===== src/rtl/dpram_fifo_pkg.sv =====
// dpram_fifo_pkg: shared sizes, types and output-buffer states for the dpram FIFO controller
package dpram_fifo_pkg;
  localparam int AWIDTH = 10;
  localparam int DWIDTH = 36;
  localparam int DEPTH = 1024;
  typedef logic [AWIDTH-1:0] addr_t;
  typedef logic [DWIDTH-1:0] data_t;
  typedef logic [AWIDTH:0] cnt_t;
  typedef enum logic [1:0] {OB_EMPTY, OB_ONE, OB_TWO} ob_state_t;
endpackage


===== src/rtl/dpram_fifo_ctrl_if.sv =====
// dpram_fifo_ctrl_if: stream handshakes plus RAM port-A/port-B bus of the FIFO controller
interface dpram_fifo_ctrl_if;
  import dpram_fifo_pkg::*;
  logic in_valid;
  logic in_ready;
  data_t in_data;
  logic out_valid;
  logic out_ready;
  data_t out_data;
  cnt_t count;
  logic wce_a;
  addr_t addr_a;
  data_t wd_a;
  logic rce_b;
  addr_t addr_b;
  data_t rq_b;
  modport slave (
    input in_valid, in_data, out_ready, rq_b,
    output in_ready, out_valid, out_data, count, wce_a, addr_a, wd_a, rce_b, addr_b
  );
  modport master (
    output in_valid, in_data, out_ready, rq_b,
    input in_ready, out_valid, out_data, count, wce_a, addr_a, wd_a, rce_b, addr_b
  );
endinterface


===== src/rtl/dpram_fifo_outbuf.sv =====
// dpram_fifo_outbuf: 2-entry FWFT skid buffer absorbing RAM read data
module dpram_fifo_outbuf
  import dpram_fifo_pkg::*;
(
  input  logic       clock0,
  input  logic       reset,
  input  logic       wr_en_i,
  input  data_t      wdata_i,
  input  logic       pop_i,
  output logic       valid_o,
  output data_t      rdata_o,
  output logic [1:0] cnt_o
);
  ob_state_t st_q;
  data_t d0_q, d1_q;
  assign valid_o = st_q != OB_EMPTY;
  assign rdata_o = d0_q;
  assign cnt_o = st_q;
  always_ff @(posedge clock0) begin
    if (reset) begin
      st_q <= OB_EMPTY;
      d0_q <= '0;
      d1_q <= '0;
    end else begin
      unique case (st_q)
        OB_EMPTY: if (wr_en_i) begin
          d0_q <= wdata_i;
          st_q <= OB_ONE;
        end
        OB_ONE: begin
          if (wr_en_i && pop_i) d0_q <= wdata_i;
          if (wr_en_i) d1_q <= wdata_i;
          if (wr_en_i != pop_i) st_q <= wr_en_i ? OB_TWO : OB_EMPTY;
        end
        OB_TWO: if (pop_i) begin
          d0_q <= d1_q;
          d1_q <= wdata_i;
          st_q <= wr_en_i ? OB_TWO : OB_ONE;
        end
        default: st_q <= OB_EMPTY;
      endcase
    end
  end
  a_no_overflow: assert property (@(posedge clock0) disable iff (reset) !(wr_en_i && st_q == OB_TWO));
endmodule


===== src/rtl/dpram_fifo_ctrl.sv =====
// dpram_fifo_ctrl: FWFT FIFO controller driving a dual-port RAM with 1-cycle read latency
module dpram_fifo_ctrl
  import dpram_fifo_pkg::*;
(
  input logic clock0,
  input logic reset,
  dpram_fifo_ctrl_if.slave bus
);
  addr_t wr_ptr_q, rd_ptr_q;
  cnt_t ram_cnt_q;
  logic inflight_q, push, pop, issue, ob_valid;
  logic [1:0] ob_cnt;
  logic [2:0] ob_occ;
  data_t ob_data;
  if (DEPTH != 2**AWIDTH) begin : g_depth_chk
    $error("DEPTH must equal 2**AWIDTH");
  end
  assign bus.in_ready = !reset && ram_cnt_q != cnt_t'(DEPTH);
  assign bus.out_valid = ob_valid;
  assign bus.out_data = ob_data;
  assign bus.wce_a = push;
  assign bus.addr_a = wr_ptr_q;
  assign bus.wd_a = bus.in_data;
  assign bus.rce_b = issue;
  assign bus.addr_b = rd_ptr_q;
  assign bus.count = ram_cnt_q + cnt_t'(inflight_q) + cnt_t'(ob_cnt);
  // ram_cnt_q excludes the word written this cycle, so a read never targets it
  always_comb begin
    push = bus.in_valid && bus.in_ready;
    pop = ob_valid && bus.out_ready;
    ob_occ = 3'(ob_cnt) + 3'(inflight_q) - 3'(pop);
    issue = !reset && ram_cnt_q != '0 && ob_occ < 3'd2;
  end
  always_ff @(posedge clock0) begin
    if (reset) begin
      wr_ptr_q <= '0;
      rd_ptr_q <= '0;
      ram_cnt_q <= '0;
      inflight_q <= 1'b0;
    end else begin
      wr_ptr_q <= wr_ptr_q + addr_t'(push);
      rd_ptr_q <= rd_ptr_q + addr_t'(issue);
      ram_cnt_q <= ram_cnt_q + cnt_t'(push) - cnt_t'(issue);
      inflight_q <= issue;
    end
  end
  dpram_fifo_outbuf u_outbuf (
    .clock0  (clock0),
    .reset   (reset),
    .wr_en_i (inflight_q),
    .wdata_i (bus.rq_b),
    .pop_i   (pop),
    .valid_o (ob_valid),
    .rdata_o (ob_data),
    .cnt_o   (ob_cnt)
  );
endmodule


===== src/flat_wrapper.sv =====
// flat-port wrapper written by rule: the top's interface ports become plain ports
module dpram_fifo_ctrl_flat import dpram_fifo_pkg::*;
  (clock0, reset, bus_in_valid, bus_in_data, bus_out_ready, bus_rq_b, bus_in_ready, bus_out_valid, bus_out_data, bus_count, bus_wce_a, bus_addr_a, bus_wd_a, bus_rce_b, bus_addr_b);
  dpram_fifo_ctrl_if bus_i ();
  input logic clock0;
  input logic reset;
  input wire logic [$bits(bus_i.in_valid)-1:0] bus_in_valid;
  input wire logic [$bits(bus_i.in_data)-1:0] bus_in_data;
  input wire logic [$bits(bus_i.out_ready)-1:0] bus_out_ready;
  input wire logic [$bits(bus_i.rq_b)-1:0] bus_rq_b;
  output wire logic [$bits(bus_i.in_ready)-1:0] bus_in_ready;
  output wire logic [$bits(bus_i.out_valid)-1:0] bus_out_valid;
  output wire logic [$bits(bus_i.out_data)-1:0] bus_out_data;
  output wire logic [$bits(bus_i.count)-1:0] bus_count;
  output wire logic [$bits(bus_i.wce_a)-1:0] bus_wce_a;
  output wire logic [$bits(bus_i.addr_a)-1:0] bus_addr_a;
  output wire logic [$bits(bus_i.wd_a)-1:0] bus_wd_a;
  output wire logic [$bits(bus_i.rce_b)-1:0] bus_rce_b;
  output wire logic [$bits(bus_i.addr_b)-1:0] bus_addr_b;
  assign bus_i.in_valid = bus_in_valid;
  assign bus_i.in_data = bus_in_data;
  assign bus_i.out_ready = bus_out_ready;
  assign bus_i.rq_b = bus_rq_b;
  assign bus_in_ready = bus_i.in_ready;
  assign bus_out_valid = bus_i.out_valid;
  assign bus_out_data = bus_i.out_data;
  assign bus_count = bus_i.count;
  assign bus_wce_a = bus_i.wce_a;
  assign bus_addr_a = bus_i.addr_a;
  assign bus_wd_a = bus_i.wd_a;
  assign bus_rce_b = bus_i.rce_b;
  assign bus_addr_b = bus_i.addr_b;
  dpram_fifo_ctrl u_core (.clock0(clock0), .reset(reset), .bus(bus_i));
endmodule

===== config.mk =====
export PLATFORM = sky130hd
export DESIGN_NAME = dpram_fifo_ctrl_flat
export DESIGN_NICKNAME = d
export VERILOG_FILES = /design/src/rtl/dpram_fifo_pkg.sv /design/src/rtl/dpram_fifo_ctrl_if.sv /design/src/rtl/dpram_fifo_outbuf.sv /design/src/rtl/dpram_fifo_ctrl.sv /design/src/flat_wrapper.sv
export SDC_FILE = /design/constraint.sdc
export NUM_CORES = 1
export LEC_CHECK = 0
export BUFFER_PORTS_ARGS = -buffer_cell sky130_fd_sc_hd__buf_4
export CORE_UTILIZATION = 40
export CTS_CLUSTER_DIAMETER = 50
export DETAILED_ROUTE_END_ITERATION = 8
export GPL_ROUTABILITY_DRIVEN = 0
export PLACE_DENSITY = 0.68
export SKIP_CTS_REPAIR_TIMING = 1
export SLEW_MARGIN = 10
export SYNTH_ARGS = -nofsm -noshare
export SYNTH_HDL_FRONTEND = slang
export SYNTH_SLANG_ARGS = --single-unit

===== constraint.sdc =====
create_clock -name clock0 -period 5.8 [get_ports clock0]
set_clock_uncertainty 0.2 [all_clocks]
set_input_delay 1.16 -clock clock0 [delete_from_list [all_inputs] [get_ports clock0]]
set_output_delay 1.16 -clock clock0 [all_outputs]
set_load 0.01 [all_outputs]

# Word-level counts from Yosys, hierarchy flattened
# Index checks and enable logic that the tools add are counted.
# op_classes
reduce_logical	15
n_addsub	8
mux	12
n_eq_ne	9
n_lt_le_gt_ge	1
# op_table
operator	n
36-bit two-way mux	4
36-bit one-hot mux with 3 select lines	1
36-bit one-hot mux with 2 select lines	1
11-bit by 1-bit adder with 11-bit output	2
10-bit by 1-bit adder with 10-bit output	2
11-bit by 2-bit adder with 11-bit output	1
11-bit != test (second input constant)	1
11-bit nonzero test	1
11-bit by 1-bit subtractor with 11-bit output	1
2-bit two-way mux	5
1-bit logical AND	6
2-bit != test (second input constant)	3
2-bit one-hot mux with 3 select lines	1
3-bit AND reduction	2
2-bit by 1-bit != test with 1-bit output (second input constant)	2
4-bit AND reduction	1
2-bit nonzero test	2
2-bit by 1-bit adder with 3-bit output	1
3-bit by 2-bit less-than comparator with 1-bit output (second input constant)	1
3-bit nonzero test	1
3-bit by 1-bit subtractor with 3-bit output	1
2-bit by 1-bit equality test with 1-bit output (second input constant)	1
2-bit equality test (second input constant)	1
2-bit logical NOT	1
other kinds (2)	2
# word_totals
in_bits	76
regBits	106
word_cells	52
output_inout_bits	107

# Depth between registers and ports, before layout
# logic_depth
word_depth	6
depth_mapped	18
mapped_depth_nobuf	17

# Cells and area by module
# From an unflattened synthesis, not the netlist that was laid out.
# unflattened
cells_unflattened	618
hier_area_um2	5723.0
# modules_own_cells
module	n_inst	seq_area_each_um2	area_each_um2	cells_per_inst
dpram_fifo_outbuf	1	1481.4	3419.5	351
dpram_fifo_ctrl	1	640.6	2303.5	267

# Least setup slack after synthesis
# OpenSTA, ideal clock, no wires.
# synth_timing
path_kind	input-to-reg
start	in bus_out_ready
end	reg u_core.ram_cnt_q[10]
t_required_ns	5.531
stages	16
t_arrival_ns	4.854
n_path_buf	0
path_slack_ns	0.677
setup_time_ns	0.069
cell_sequence	and2_1 > ha_1 > inv_1 > nand2_1 > fa_1 > xor2_1 > nor4b_1 > ha_1 > inv_1 > ha_1 > fa_1 > a211o_1 > a31oi_2 > nor4b_1 > or4_1 > o21ai_1
# synth_between
elab_chain_cells	5
# synth_lines
item	line_no	text
from (decl)	flat_wrapper.sv:9	input wire logic [$bits(bus_i.out_ready)-1:0] bus_out_ready;
1-bit logical AND	dpram_fifo_ctrl.sv:30	pop = ob_valid && bus.out_ready;
3-bit by 1-bit subtractor with 3-bit output	dpram_fifo_ctrl.sv:31	ob_occ = 3'(ob_cnt) + 3'(inflight_q) - 3'(pop);
3-bit by 2-bit less-than comparator with 1-bit output	dpram_fifo_ctrl.sv:32	issue = !reset && ram_cnt_q != '0 && ob_occ < 3'd2;
1-bit logical AND	dpram_fifo_ctrl.sv:32	
via bus_rce_b	flat_wrapper.sv:18	output wire logic [$bits(bus_i.rce_b)-1:0] bus_rce_b;
11-bit by 1-bit subtractor with 11-bit output	dpram_fifo_ctrl.sv:43	ram_cnt_q <= ram_cnt_q + cnt_t'(push) - cnt_t'(issue);
to (signal assigned)	dpram_fifo_ctrl.sv:43	
to (decl)	dpram_fifo_ctrl.sv:10	cnt_t ram_cnt_q;
# The timed path passes the listed nets, and every way through them passes these cells.
# A chain may end at the register's enable or synchronous reset.

# Worst setup path after layout
# layout_timing
start	in bus_out_ready
end	reg u_core.ram_cnt_q[10]
# layout_between
elab_chain_cells	5
# layout_lines
item	line_no
1-bit logical AND	dpram_fifo_ctrl.sv:30
3-bit by 1-bit subtractor with 3-bit output	dpram_fifo_ctrl.sv:31
3-bit by 2-bit less-than comparator with 1-bit output	dpram_fifo_ctrl.sv:32
1-bit logical AND	dpram_fifo_ctrl.sv:32
11-bit by 1-bit subtractor with 11-bit output	dpram_fifo_ctrl.sv:43
# Every way passes these cells.

==> report_table.html <==
<table>
<tr><th>Metric</th><th>Value</th></tr>
<tr><th colspan="2">Layout</th></tr>
<tr><td>Proportion of layout cells with a drive suffix above 1</td><td>19.8%</td></tr>
<tr><td>Area used by multi-input combinational logic</td><td>2640 um^2</td></tr>
<tr><td>Area added between synthesis and finish</td><td>18.9%</td></tr>
<tr><td>NumNets Final</td><td>801</td></tr>
<tr><td>Final cell area excluding filler cells</td><td>6220 um^2</td></tr>
<tr><td>Antenna diode instance count</td><td>0</td></tr>
<tr><td>Fillcell total</td><td>1230</td></tr>
<tr><td>Area taken by flip-flops and latches</td><td>2120 um^2</td></tr>
<tr><th colspan="2">Synthesis</th></tr>
<tr><td>Post-synth EDFFs</td><td>0</td></tr>
<tr><td>Number of unique standard cell types used by synthesis</td><td>48</td></tr>
<tr><td>Most used flip-flop cell after synthesis</td><td>dfxtp_1</td></tr>
<tr><td>Syn_area_per_cell</td><td>8.21 um^2</td></tr>
<tr><td>Yosys warns</td><td>0</td></tr>
<tr><td>Synthesized cell area</td><td>5230 um^2</td></tr>
<tr><td>Register bit total from synthesis</td><td>106</td></tr>
<tr><td>Part of the Yosys area used for sequential elements</td><td>40.6%</td></tr>
<tr><td>Async set-or-reset flop fraction in the synthesized netlist</td><td>0%</td></tr>
<tr><td>Mapped Nets</td><td>746</td></tr>
<tr><td>Post-Synthesis Cells</td><td>637</td></tr>
<tr><th colspan="2">Timing</th></tr>
<tr><td>Endpoints failing hold</td><td>0</td></tr>
<tr><td>Unrepaired setup endpoints after global routing</td><td>false</td></tr>
<tr><td>Pins Over Slew Limit</td><td>0</td></tr>
<tr><td>Worst Tran Pin Value</td><td>1.01 ns</td></tr>
<tr><td>Setup TNS Final</td><td>0 ns</td></tr>
<tr><td>Setup violators final</td><td>0</td></tr>
<tr><td>Final worst-path cycle share</td><td>86.8%</td></tr>
<tr><td>Minimum clock period</td><td>5.03 ns</td></tr>
<tr><td>Rel. slew slack</td><td>32.6%</td></tr>
<tr><td>Maximum clock frequency</td><td>199 MHz</td></tr>
<tr><th colspan="2">Global routing</th></tr>
<tr><td>Total global routing overflow</td><td>0</td></tr>
<tr><td>Number of global-route vias before repair</td><td>3894</td></tr>
<tr><td>Wire length of the first global-routing pass</td><td>18.4 mm</td></tr>
<tr><td>Number of antenna violations at the first check in global routing</td><td>0</td></tr>
<tr><td>Global Route Usage Sum</td><td>17.3%</td></tr>
<tr><td>Pin count of the biggest net entering global routing</td><td>60</td></tr>
<tr><th colspan="2">Clock tree</th></tr>
<tr><td>Clk_lat worst skew</td><td>0.34 ns</td></tr>
<tr><td>CTS root buffer</td><td>clkbuf_16</td></tr>
<tr><td>H-Tree Level Count</td><td>3</td></tr>
<tr><td>Number of sinks handled by clock tree synthesis</td><td>106</td></tr>
<tr><td>Clock tree from TritonCTS</td><td>done</td></tr>
<tr><td>CTS clk-pin slew, worst paths</td><td>0.07 ns</td></tr>
<tr><td>Max Buffers Root-to-Sink</td><td>2</td></tr>
<tr><td>CTS buffer count</td><td>9</td></tr>
<tr><th colspan="2">Setup path</th></tr>
<tr><td>Crit. End Element</td><td>flip-flop</td></tr>
<tr><td>Worst R2R Start</td><td>u_core.u_outbuf.cnt_o[1]$_SDFFE_PP0P_</td></tr>
<tr><td>Critical path start-end classification</td><td>primary input to flip-flop</td></tr>
<tr><td>Critical Path Start Type</td><td>primary input</td></tr>
<tr><td>Data required time at the worst endpoint</td><td>5.88 ns</td></tr>
<tr><td>Crit Path Max Fanout</td><td>3</td></tr>
<tr><td>Signal arrival time at the worst endpoint</td><td>5.11 ns</td></tr>
<tr><td>Launching instance or port of the critical path</td><td>bus_out_ready</td></tr>
<tr><th colspan="2">Power</th></tr>
<tr><td>Total leakage power</td><td>0.00264 uW</td></tr>
<tr><td>Design Power</td><td>3140 uW</td></tr>
<tr><td>Peak ir drop on the vdd network</td><td>0.158 mV</td></tr>
<tr><td>Power density over the cells</td><td>505 nW/um^2</td></tr>
<tr><th colspan="2">Floorplan</th></tr>
<tr><td>X dimension of the die</td><td>116 um</td></tr>
<tr><td>Die boundary height</td><td>116 um</td></tr>
<tr><td>Initial Util</td><td>41.3%</td></tr>
<tr><td>Area of the die</td><td>13500 um^2</td></tr>
<tr><td>Std-Cell Core Area</td><td>12700 um^2</td></tr>
<tr><td>Standard-cell rows</td><td>41</td></tr>
<tr><td>Top-level I/O count</td><td>183</td></tr>
<tr><th colspan="2">Route</th></tr>
<tr><td>DRC violation count after routing</td><td>0</td></tr>
<tr><td>Final wirelength</td><td>11.7 mm</td></tr>
<tr><td>Count of TritonRoute iterations in the first routing pass</td><td>4</td></tr>
<tr><td>Via total after detailed routing</td><td>4352</td></tr>
<tr><td>Remaining antenna violation count after routing</td><td>0</td></tr>
<tr><td>Routed WL per cell</td><td>13.5 um</td></tr>
<tr><td>Number of DRC markers in iteration 0</td><td>305</td></tr>
<tr><td>Routed via count divided by cell count</td><td>5.01</td></tr>
<tr><th colspan="2">Place</th></tr>
<tr><td>Detailed placer's ending HPWL</td><td>8.24 mm</td></tr>
<tr><td>Port-buffer cells</td><td>110</td></tr>
<tr><td>Area of placed instances</td><td>5910 um^2</td></tr>
<tr><th colspan="2">Flow run</th></tr>
<tr><td>Number of violations of the max-capacitance limit</td><td>0</td></tr>
<tr><th colspan="2">Worst hold path</th></tr>
<tr><td>Startpoint of the worst hold path</td><td>u_core.u_outbuf.d1_q[13]$_SDFFE_PP0P_</td></tr>
<tr><td>Worst hold-check path type</td><td>flip-flop to flip-flop</td></tr>
<tr><th colspan="2">Outcome</th></tr>
<tr><td>Run status</td><td>complete, no violations</td></tr>
</table>
worst max-delay path, stage by stage:
cell     delay [ns]
buf_4          0.12
and2_1         0.16
ha_1           0.30
inv_1          0.08
nand2_1        0.06
fa_1           0.39
xor2_1         0.16
nor4b_1        0.55
ha_1           0.23
inv_1          0.04
ha_1           0.22
fa_1           0.43
a211o_1        0.32
a31oi_2        0.21
nor4b_1        0.09
or4_1          0.50
o21ai_1        0.08
final cells by class:
cell class                      count  area share, %
Multi-Input combinational cell    440           42.4
Sequential cell                   106           34.1
Timing Repair Buffer              114           13.8
Clock buffer                       13           4.19
Tap cell                          172           3.46
Inverter                           21           1.27
Clock inverter                      3          0.745
cells in the final DEF (no fill, tap or decap), types with 3 or more instances in the layout:
master | Yosys | final
a21oi_1 | 42 | 42
a311oi_1 | 36 | 36
and3_1 | 7 | 7
buf_4 | 36 | 114
clkbuf_16 | 0 | 9
dfxtp_1 | 106 | 106
fa_1 | 4 | 4
ha_1 | 29 | 29
inv_1 | 20 | 20
nand2_1 | 152 | 152
nand2b_1 | 3 | 3
nand3_1 | 14 | 14
nand4_1 | 3 | 3
nor2_1 | 70 | 70
nor2b_1 | 9 | 8
nor3_1 | 4 | 4
nor4b_1 | 4 | 4
xnor2_1 | 17 | 17
xor2_1 | 16 | 16
through the flow:
stage / hold WS (ns) / utilization (%) / cells / setup WS, ns
finish: 0.251 / 49.1 / 869 / 0.767
floorplan: 0.232 / - / 637 / 0.677
CTS: 0.252 / 49.1 / 869 / 0.766
global route: 0.265 / 49.1 / 869 / 0.423
global placement: 0.238 / 46.6 / 853 / 0.539
detailed placement: 0.243 / 46.6 / 853 / 0.408
per-layer routing:
metal  part of all wire (%)  GRT usage, %  vias to the layer above
met5                      0             0                        -
met4                    1.7          7.01                        0
met3                    5.8          4.05                       20
met2                     49          29.3                      122
met1                     44          21.2                     2014
li1                       -             -                     2196
final timing paths:
kind                                                         endpoint  slack [ns]  cells after the start
worst min register to register  u_core.u_outbuf.d1_q[13]$_SDFFE_PP0P_        0.25                      2
worst max-delay path                  u_core.ram_cnt_q[10]$_SDFF_PP0_        0.77                     17
worst min-delay path            u_core.u_outbuf.d1_q[13]$_SDFFE_PP0P_        0.25                      2
worst max register to register        u_core.ram_cnt_q[10]$_SDFF_PP0_        0.80                     17
flip-flops by register name, summed over array words and instances (netlist names):
| register | cells |
|---|---|
| u_core.u_outbuf.d1_q | 36 |
| u_core.u_outbuf.rdata_o | 36 |
| u_core.ram_cnt_q | 11 |
| u_core.bus.addr_a | 10 |
| u_core.bus.addr_b | 10 |
| u_core.u_outbuf.cnt_o | 2 |
| u_core.inflight_q | 1 |
report_power, final:
group / internal [uW] / switching [uW] / total (uW) / leakage [uW]
logic: 656 / 775 / 1430 / 0.00163
registers: 930 / 151 / 1080 / 0.000868
clock network: 361 / 266 / 626 / 0.000146
total: 1950 / 1190 / 3140 / 0.00264
logic make-up (layout without fill, tap and decap cells):
kind of cell / count (synthesis) / in the layout / synth area share, %
AND/OR/NAND/NOR: 274 / 274 / 22.0
flip-flops: 106 / 106 / 40.6
AO/OA/AOI/OAI: 97 / 97 / 13.4
buffers and inverters: 91 / 151 / 9.43
adder cells (fa/ha/maj): 33 / 33 / 8.47
XOR/XNOR: 33 / 33 / 5.53
multiplexers: 3 / 3 / 0.598
synth_stat cells (all sizes together), types with 2 or more instances:
cell type | instances | share of area [%]
mux2i | 2 | 0.38
a311oi | 36 | 6.0
a31oi | 2 | 0.36
xor2 | 16 | 2.7
nand3 | 14 | 1.3
a21oi | 42 | 4.0
nor2b | 9 | 1.1
a211oi | 2 | 0.38
xnor2 | 17 | 2.8
nand2 | 153 | 11
inv | 21 | 1.5
nor4b | 4 | 0.67
fa | 4 | 1.5
nand4 | 3 | 0.36
nand2b | 3 | 0.36
and2 | 2 | 0.24
ha | 29 | 6.9
nor2 | 70 | 5.0
or3 | 2 | 0.24
buf | 50 | 6.5
nor3 | 4 | 0.38
dfxtp | 106 | 41
o31ai | 2 | 0.55
and3 | 7 | 0.84
o21ai | 4 | 0.45
clkbuf | 20 | 1.4
Power figures use the tool's default switching activity.
